<file path="src/rtl/vit_frame_sequencer.sv">
// Front-end scheduler for the (2,1,3) Viterbi core: paces received symbols into the core,
// appends the zero tail, collects decoded bits and recovers from loss of sync.
module vit_frame_sequencer #(
   parameter int unsigned N         = 2,
   parameter int unsigned M         = 2,
   parameter int unsigned BLOCK_LEN = 256,
   parameter int unsigned CNT_W     = 9
) (
   input  logic         clock,
   input  logic         reset,
   input  logic         frame_start,
   input  logic [N-1:0] sym_in,
   input  logic         sym_valid,
   output logic         sym_ready,
   output logic [N-1:0] sym_out,
   output logic         sym_stb,
   input  logic         tb_en,
   input  logic         dx_oe,
   input  logic         dx,
   input  logic         error,
   output logic         dec_rst,
   output logic         bit_out,
   output logic         bit_valid,
   output logic         frame_done,
   output logic         sync_lost,
   output logic         busy
);

   localparam int unsigned FRAME_SYMS = BLOCK_LEN + M;
   localparam logic [CNT_W-1:0] DATA_LIM  = CNT_W'(BLOCK_LEN);
   localparam logic [CNT_W-1:0] FRAME_LIM = CNT_W'(FRAME_SYMS);

   typedef enum logic [3:0] {
      S_IDLE, S_CLEAR, S_FEED, S_GUARD, S_HOLD, S_TAIL, S_DRAIN, S_DONE, S_RESYNC
   } state_t;

   state_t           state;
   state_t           resume_state;
   logic [CNT_W-1:0] sym_cnt;
   logic [CNT_W-1:0] bit_cnt;
   logic             in_frame;

   assign in_frame  = state inside {S_FEED, S_GUARD, S_HOLD, S_TAIL, S_DRAIN};
   assign sym_ready = (state == S_RESYNC) ||
                      ((state == S_FEED) && !tb_en && !dx_oe && (sym_cnt < DATA_LIM));

   // Where to continue once the core is ready for another symbol.
   always_comb begin
      resume_state = S_DRAIN;
      if (sym_cnt < DATA_LIM) begin
         resume_state = S_FEED;
      end else if (sym_cnt < FRAME_LIM) begin
         resume_state = S_TAIL;
      end
   end

   always_ff @(posedge clock or posedge reset) begin
      if (reset) begin
         state      <= S_IDLE;
         sym_cnt    <= '0;
         bit_cnt    <= '0;
         sym_out    <= '0;
         sym_stb    <= 1'b0;
         dec_rst    <= 1'b0;
         bit_out    <= 1'b0;
         bit_valid  <= 1'b0;
         frame_done <= 1'b0;
         sync_lost  <= 1'b0;
         busy       <= 1'b0;
      end else begin
         sym_stb    <= 1'b0;
         bit_valid  <= 1'b0;
         frame_done <= 1'b0;
         // Loss of sync overrides any handshake or bit capture in the same cycle.
         if (in_frame && error) begin
            state     <= S_RESYNC;
            sync_lost <= 1'b1;
            dec_rst   <= 1'b1;
         end else begin
            if (in_frame && dx_oe && (bit_cnt < DATA_LIM)) begin
               bit_out   <= dx;
               bit_valid <= 1'b1;
               bit_cnt   <= bit_cnt + CNT_W'(1);
            end
            case (state)
               S_IDLE: begin
                  if (frame_start) begin
                     state     <= S_CLEAR;
                     sync_lost <= 1'b0;
                     dec_rst   <= 1'b1;
                     busy      <= 1'b1;
                  end
               end
               S_CLEAR: begin
                  dec_rst <= 1'b0;
                  sym_cnt <= '0;
                  bit_cnt <= '0;
                  state   <= S_FEED;
               end
               S_FEED: begin
                  if (sym_cnt >= DATA_LIM) begin
                     state <= S_TAIL;
                  end else if (sym_valid && sym_ready) begin
                     sym_out <= sym_in;
                     sym_stb <= 1'b1;
                     sym_cnt <= sym_cnt + CNT_W'(1);
                     state   <= S_GUARD;
                  end
               end
               S_GUARD: begin
                  state <= tb_en ? S_HOLD : resume_state;
               end
               S_HOLD: begin
                  if (dx_oe) begin
                     state <= resume_state;
                  end
               end
               S_TAIL: begin
                  sym_out <= '0;
                  sym_stb <= 1'b1;
                  if (sym_cnt < FRAME_LIM) begin
                     sym_cnt <= sym_cnt + CNT_W'(1);
                  end
                  state <= S_GUARD;
               end
               S_DRAIN: begin
                  if (bit_cnt >= DATA_LIM) begin
                     state      <= S_DONE;
                     frame_done <= 1'b1;
                     dec_rst    <= 1'b1;
                  end
               end
               S_DONE: begin
                  dec_rst <= 1'b0;
                  busy    <= 1'b0;
                  state   <= S_IDLE;
               end
               S_RESYNC: begin
                  // Core held in reset; incoming symbols are drained and dropped.
                  if (frame_start) begin
                     state     <= S_CLEAR;
                     sync_lost <= 1'b0;
                  end
               end
               default: begin
                  state <= S_IDLE;
               end
            endcase
         end
      end
   end

endmodule
</file>
<file path="config.mk">
export PLATFORM = sky130hd
export DESIGN_NAME = vit_frame_sequencer
export DESIGN_NICKNAME = d
export VERILOG_FILES = /design/src/rtl/vit_frame_sequencer.sv
export SDC_FILE = /design/constraint.sdc
export NUM_CORES = 1
export LEC_CHECK = 0
export ABC_CLOCK_PERIOD_IN_PS = 2340
export BUFFER_PORTS_ARGS = -buffer_cell sky130_fd_sc_hd__buf_2
export CAP_MARGIN = 20
export CORE_MARGIN = 5
export CORE_UTILIZATION = 58
export DETAILED_ROUTE_END_ITERATION = 12
export GPL_TIMING_DRIVEN = 1
export HOLD_SLACK_MARGIN = 0.02
export PLACE_DENSITY = 0.85
export SLEW_MARGIN = 20
export SYNTH_ARGS = -nofsm -noshare
export SYNTH_HDL_FRONTEND = slang
export SYNTH_SLANG_ARGS = --single-unit
</file>
<file path="constraint.sdc">
create_clock -name clock -period 2.34 [get_ports clock]
set_input_delay 0.117 -clock clock [delete_from_list [all_inputs] [get_ports clock]]
set_output_delay 0.117 -clock clock [all_outputs]
set_load 0.1 [all_outputs]
</file>
==> results of run 1 <==
[per-layer routing]
layer,part of all wire (%),routed length [microns],up-vias,track usage [%]
met5,0,0,-,0
met4,1.9,77,0,11.9
met3,5.6,229,9,4.72
met2,46,1890,52,34.2
met1,46,1880,792,28.0
li1,-,-,809,-
[stage by stage]
step           instances  instance area, sq um  setup slack (ns)  total power (uW)  util, %
2_1_floorplan        211                  1860             0.136              1980        -
3_3_place_gp         270                  2010             0.299              2250     65.9
3_5_place_dp         270                  2010             0.257              2270     65.9
5_1_grt              280                  2100            0.0375              2840     68.9
6_report             280                  2100             0.196              2650     68.9
4_1_cts              280                  2100             0.248              2650     68.9
[placed cells by master, fill, tap and decap left out, types with 3 or more instances in the layout]
master,n
buf_2,19
and3_1,3
mux2_2,3
inv_1,13
o31ai_1,5
nor3_1,3
nand3b_1,3
a31oi_1,6
xnor2_1,4
or3_1,3
nand2_1,18
nor4_1,4
nand3_1,8
nor2_1,21
o22ai_1,4
buf_4,6
dfrtp_1,31
nand2b_1,5
a21oi_1,11
o21ai_0,16
nor2b_1,3
clkbuf_4,5
ha_1,4
[path summary, 6_finish.rpt]
path / start / end / slack [ns] / cells past startpoint
setup reg to reg: state[2]$_DFFE_PP0P_ / sym_cnt[0]$_DFFE_PP0P_ / 0.20 / 5
hold / removal: sym_in[0] / sym_out[0]$_DFFE_PP0P_ / 0.05 / 3
hold reg to reg: bit_out$_DFFE_PP0P_ / bit_out$_DFFE_PP0P_ / 0.48 / 2
max in group asynchronous: reset / sym_cnt[1]$_DFFE_PP0P_ / 1.67 / 4
min in group asynchronous: reset / bit_out$_DFFE_PP0P_ / 0.39 / 4
setup / recovery: state[2]$_DFFE_PP0P_ / sym_cnt[0]$_DFFE_PP0P_ / 0.20 / 5
[power by group through the flow]
stage | sequential, uW | combinational, uW | clock (uW)
global route | 816 | 1620 | 404
detailed placement | 801 | 1470 | 0
CTS | 792 | 1480 | 380
global placement | 793 | 1460 | 0
finish | 797 | 1480 | 370
floorplan | 1090 | 888 | 0
[registers in the layout, summed over array words and instances (netlist names)]
register	flops
bit_valid	1
state	4
bit_out	1
sync_lost	1
bit_cnt	9
dec_rst	1
sym_stb	1
sym_cnt	9
sym_out	2
busy	1
frame_done	1
[logic make-up (layout without fill, tap and decap cells)]
group	count (synthesis)	after routing
AND/OR/NAND/NOR	86	86
AO/OA/AOI/OAI	59	59
flip-flops	31	31
buffers and inverters	23	48
XOR/XNOR	5	5
adder cells (fa/ha/maj)	4	4
multiplexers	3	3
[critical path, stage by stage (launching register included)]
cell     delay (ns)
dfrtp_1        0.58
a21oi_1        0.32
nand2_1        0.09
a221o_1        0.44
and2b_2        0.27
mux2_2         0.33
[area by class of cell]
| class | count | area, sq um | share of cell area, % |
|---|---|---|---|
| Tap cell | 44 | 55.1 | 2.62 |
| Multi-Input combinational cell | 157 | 991 | 47.1 |
| Clock buffer | 7 | 65.1 | 3.09 |
| Inverter | 13 | 48.8 | 2.32 |
| Timing Repair Buffer | 27 | 160 | 7.61 |
| Sequential cell | 31 | 776 | 36.9 |
| Clock inverter | 1 | 7.51 | 0.357 |
[what timing repair did]
item | in CTS | in global routing
endpoints found under the setup margin | 0 | 0
hold buffers | 2 | 0
endpoints found under the hold margin | 32 | 0
==> flow_metrics.env, run 1 <==
export IMPL_grt_pass1_wl_microns=7180
export IMPL_via_count=1662
export IMPL_yosys_area_share_xor_xnor_pct=2.36
export IMPL_fin_nets=249
export IMPL_yosysWarnings=0
export IMPL_slew_headroom_pct=64.7
export IMPL_antenna_diode_count=0
export IMPL_maxSlewViolCount=0
export IMPL_drtPass1Iterations=4
export IMPL_yosysUniqueCellTypes=51
export IMPL_worst_ir_drop_vdd_v=0.000879
export IMPL_postSynthAreaPerCell_sq_um=8.80
export IMPL_async_flop_share_pct=100
export IMPL_synth_compound_area_share_pct=21.8
export IMPL_synthMuxAreaShare_pct=1.82
export IMPL_cts_max_level=2
export IMPL_syn_nets=225
export IMPL_cp_required_ns=2.57
export IMPL_synth_edff_count=0
export IMPL_cts_resized=0
export IMPL_status="completed"
export IMPL_synth_adder_area_share_pct=2.70
export IMPL_initial_core_util_pct=60.8
export IMPL_synth_cell_area_sq_um=1860
export IMPL_whs_ns=0.0453
export IMPL_clkSinkCount=31
export IMPL_fin_tns_setup_ns=0
export IMPL_drt_antenna_violating_nets=0
export IMPL_cts_buffers=5
export IMPL_power_frac_seq_pct=30.0
export IMPL_finalClockSkew_ns=0.00653
export IMPL_yosysSeqAreaShare_pct=41.8
export IMPL_die_w_microns=66.6
export IMPL_min_path_type="in -> reg"
export IMPL_clkPwrFrac_pct=13.9
export IMPL_tightest_slew_ns=0.529
export IMPL_worstPathMaxFanout=18
export IMPL_ys_ff_latch=31
export IMPL_synth_top_area_cell="dfrtp_1"
export IMPL_crit_type="reg -> reg"
export IMPL_die_h_microns=66.6
export IMPL_period_share_pct=91.6
export IMPL_arrival_ns=2.38
export IMPL_syn_to_final_growth_pct=13.3
export IMPL_port_buffers=19
export IMPL_wl_microns=4070
export IMPL_synth_simple_area_share_pct=24.4
export IMPL_synth_top_cells_by_count="31 x dfrtp_1, 21 x nor2_1, 18 x nand2_1"
export IMPL_viasPerCell=5.94
export IMPL_pin_count=20
export IMPL_cts_setup_buffers=0
export IMPL_worstSetupStartpointType="flip-flop"
export IMPL_yosys_top_cells_area="dfrtp_1 42%, o21ai_0 4.3%, nor2_1 4.2%, nand2_1 3.6%, a21oi_1 3.0%"
export IMPL_synth_most_common_cell="dfrtp_1"
export IMPL_syn_inst=211
export IMPL_path_clk_slew_ns=0.10
export IMPL_place_hpwl_microns=2950
export IMPL_core_area_sq_um=3050
export IMPL_p_sw_share_pct=51.5
export IMPL_core_rowCount=20
export IMPL_grt_ovfl_total=0
export IMPL_setup_violations=0
export IMPL_grt_antenna_before_repair=0
export IMPL_pwr_share_comb_pct=56.0
export IMPL_cts_buffer_depth=2
export IMPL_initialDrtViolationCount=171
export IMPL_power_density_nw_per_um2=1260
export IMPL_tritoncts="done"
export IMPL_worstSetupEndpointType="flip-flop"
export IMPL_switchingPower_uw=1370
export IMPL_max_freq_mhz=466
export IMPL_first_global_vias=1547
export IMPL_drv_cap=0
export IMPL_synth_ff_type="dfrtp_1"
export IMPL_report_final_hold_viol_count=0
export IMPL_synth_top_cell_area_share_pct=41.8
export IMPL_power_internal_uw=1280
export IMPL_clk_latency_ns=0.34
export IMPL_cts_root_buf="clkbuf_4"
export IMPL_fill_cells=257
export IMPL_drc=0
export IMPL_grt_usage_pct=21.9
export IMPL_grt_max_degree=32
export IMPL_rsz0062_at_grt="no"
export IMPL_synth_top_family_by_area="simple AND/OR/NAND/NOR gates"
export IMPL_cellLeakagePower_uw=0.000945
export IMPL_gp_congestion=0.937
export IMPL_wl_per_cell_microns=14.5
export IMPL_drive_gt1_share_pct=19.5
export IMPL_dieArea_sq_um=4430
export IMPL_min_period_ns=2.14
(Power assumes the default switching activity.)
==> inputs of run 2 (changes only) <==
--- a/config.mk
+++ b/config.mk
@@ -14,6 +14,7 @@
 export GPL_TIMING_DRIVEN = 1
 export HOLD_SLACK_MARGIN = 0.02
 export PLACE_DENSITY = 0.85
+export REMOVE_ABC_BUFFERS = 1
 export SLEW_MARGIN = 20
 export SYNTH_ARGS = -nofsm -noshare
 export SYNTH_HDL_FRONTEND = slang
==> run 2 against run 1 <==
Compared with the run above:
- combinational power hardly changed
- clock power down 15%
- clock skew up 0.0042 ns
- largest power group unchanged
- sequential cell count is the same
- first-iteration DRC count rose by 12%
- critical path type unchanged
==> flow_metrics.env, run 2 (synthesized netlist as in run 1, its figures left out) <==
export IMPL_status="completed"
export IMPL_pwr_share_comb_pct=58.1
export IMPL_worst_ir_drop_vdd_v=0.000778
export IMPL_top_layer="met4"
export IMPL_cts_root_buf="clkbuf_4"
export IMPL_drive_gt1_share_pct=19.1
export IMPL_final_cell_mix="31 x dfrtp_1, 21 x nor2_1, 19 x buf_2"
export IMPL_drt_antenna_violating_nets=0
export IMPL_core_rowCount=20
export IMPL_drc=0
export IMPL_cts_buffers=5
export IMPL_cp_slowest_cell="dfrtp_1"
export IMPL_crit_type="reg -> reg"
export IMPL_arrival_ns=2.40
export IMPL_rsz0062_at_grt="no"
export IMPL_cp_required_ns=2.60
export IMPL_antenna_diode_count=0
export IMPL_via_count=1649
export IMPL_reg_top3="bit_cnt (9), sym_cnt (9), state (4)"
export IMPL_wl_per_cell_microns=15.3
export IMPL_first_global_vias=1577
export IMPL_whs_ns=0.0364
export IMPL_setup_violations=0
export IMPL_grt_max_degree=32
export IMPL_clkSinkCount=31
export IMPL_period_share_pct=91.7
export IMPL_routedLengthMet1_microns=1840
export IMPL_cellLeakagePower_uw=0.000935
export IMPL_cts_max_level=2
export IMPL_switchingPower_uw=1380
export IMPL_grt_usage_pct=22.6
export IMPL_cts_buffer_depth=2
export IMPL_wl_microns=4290
export IMPL_core_area_sq_um=3050
export IMPL_drtPass1Iterations=4
export IMPL_dp_slack_ns=0.233
export IMPL_slew_headroom_pct=67.4
export IMPL_grt_antenna_before_repair=0
export IMPL_grt_pass1_wl_microns=7380
export IMPL_max_stage_delay_ns=0.63
export IMPL_wl_met3_microns=296
export IMPL_viasPerCell=5.89
export IMPL_worstPathMaxFanout=16
export IMPL_place_hpwl_microns=2910
export IMPL_tritoncts="done"
export IMPL_drv_cap=0
export IMPL_gp_congestion=0.946
export IMPL_report_final_hold_viol_count=0
export IMPL_p_total_uw=2610
export IMPL_path_clk_slew_ns=0.11
export IMPL_initialDrtViolationCount=192
export IMPL_crit_path_cell_trace="nand2b_1 -> nand3b_1 -> a221o_1 -> or2_1 -> o31ai_1"
export IMPL_tightest_slew_ns=0.493
export IMPL_min_period_ns=2.15
export IMPL_max_freq_mhz=466
export IMPL_power_frac_seq_pct=29.8
export IMPL_die_w_microns=66.6
export IMPL_maxSlewViolCount=0
export IMPL_clk_latency_ns=0.35
export IMPL_power_density_nw_per_um2=1250
export IMPL_finalClockSkew_ns=0.0108
export IMPL_dieArea_sq_um=4430
export IMPL_die_h_microns=66.6
export IMPL_fin_nets=249
export IMPL_final_common_cell="dfrtp_1"
export IMPL_syn_to_final_growth_pct=12.3
export IMPL_grt_ovfl_total=0
export IMPL_pin_count=20
export IMPL_clkPwrFrac_pct=12.1
export IMPL_worst_slack_ns=0.195
export IMPL_worstSetupEndpointType="flip-flop"
export IMPL_min_path_type="in -> reg"
export IMPL_worstSetupStartpointType="flip-flop"
export IMPL_port_buffers=19
export IMPL_power_internal_uw=1230
export IMPL_wl_met2_microns=2080
export IMPL_p_sw_share_pct=52.8
export IMPL_initial_core_util_pct=60.8
[run 2: cell types whose count changed in the layout (fill, tap and decap cells not counted), sizes merged]
| cell | before | now |
|---|---|---|
| clkbuf | 7 | 6 |
| clkinv | 0 | 1 |
[run 2: metal layers]
| metal | vias to the layer above | GRT usage, % |
|---|---|---|
| met3 | 6 | 6.24 |
| li1 | 804 | - |
| met1 | 781 | 29.2 |
| met2 | 58 | 34.9 |
| met5 | - | 0 |
| met4 | 0 | 10.2 |
[run 2: worst max-delay path, delay by kind of cell (launching register included)]
kind            cells  cell delay [ns]
simple gates        3             0.70
flops               1             0.63
compound gates      2             0.72
[run 2: power by group through the flow]
stage          clock (uW)  combinational, uW  sequential [uW]
4_1_cts               327               1510              773
3_3_place_gp            0               1470              774
6_report              315               1510              777
3_5_place_dp            0               1490              783
5_1_grt               349               1660              799
2_1_floorplan           0                762             1160
[run 2: area by class of cell]
type	count	area, sq um
Clock buffer	6	41.3
Clock inverter	2	12.5
Fill cell	265	967
Inverter	13	48.8
Multi-Input combinational cell	157	992
Sequential cell	31	776
Tap cell	44	55.1
Timing Repair Buffer	27	160
[run 2: metrics by stage]
stage	setup TNS (ns)	utilization, %	area (sq um)	std cells
after global placement	0	65.7	2010	270
after global routing	0	68.3	2090	280
final	0	68.3	2090	280
after CTS	0	68.1	2080	280
after detailed placement	0	65.7	2010	270
after floorplan	-0.724	-	1810	201
[run 2: final timing paths]
kind	from	slack, ns	cells after the start	to
worst max-delay path	state[1]$_DFFE_PP0P_	0.19	5	sym_cnt[3]$_DFFE_PP0P_
worst min-delay path	sym_in[0]	0.04	3	sym_out[0]$_DFFE_PP0P_
worst max register to register	state[1]$_DFFE_PP0P_	0.19	5	sym_cnt[3]$_DFFE_PP0P_
worst min register to register	sync_lost$_DFFE_PP0P_	0.48	1	sync_lost$_DFFE_PP0P_
max in group asynchronous	reset	1.66	4	sync_lost$_DFFE_PP0P_
min in group asynchronous	reset	0.38	4	sym_cnt[5]$_DFFE_PP0P_
[run 2: timing repair]
| action | 4_1_cts | 5_1_grt |
|---|---|---|
| endpoints found under the setup margin | 0 | 5 |
| resized for setup | 0 | 1 |
| setup buffers | 0 | 0 |
| hold buffers | 2 | 0 |
| hold endpoints to repair | 32 | 0 |
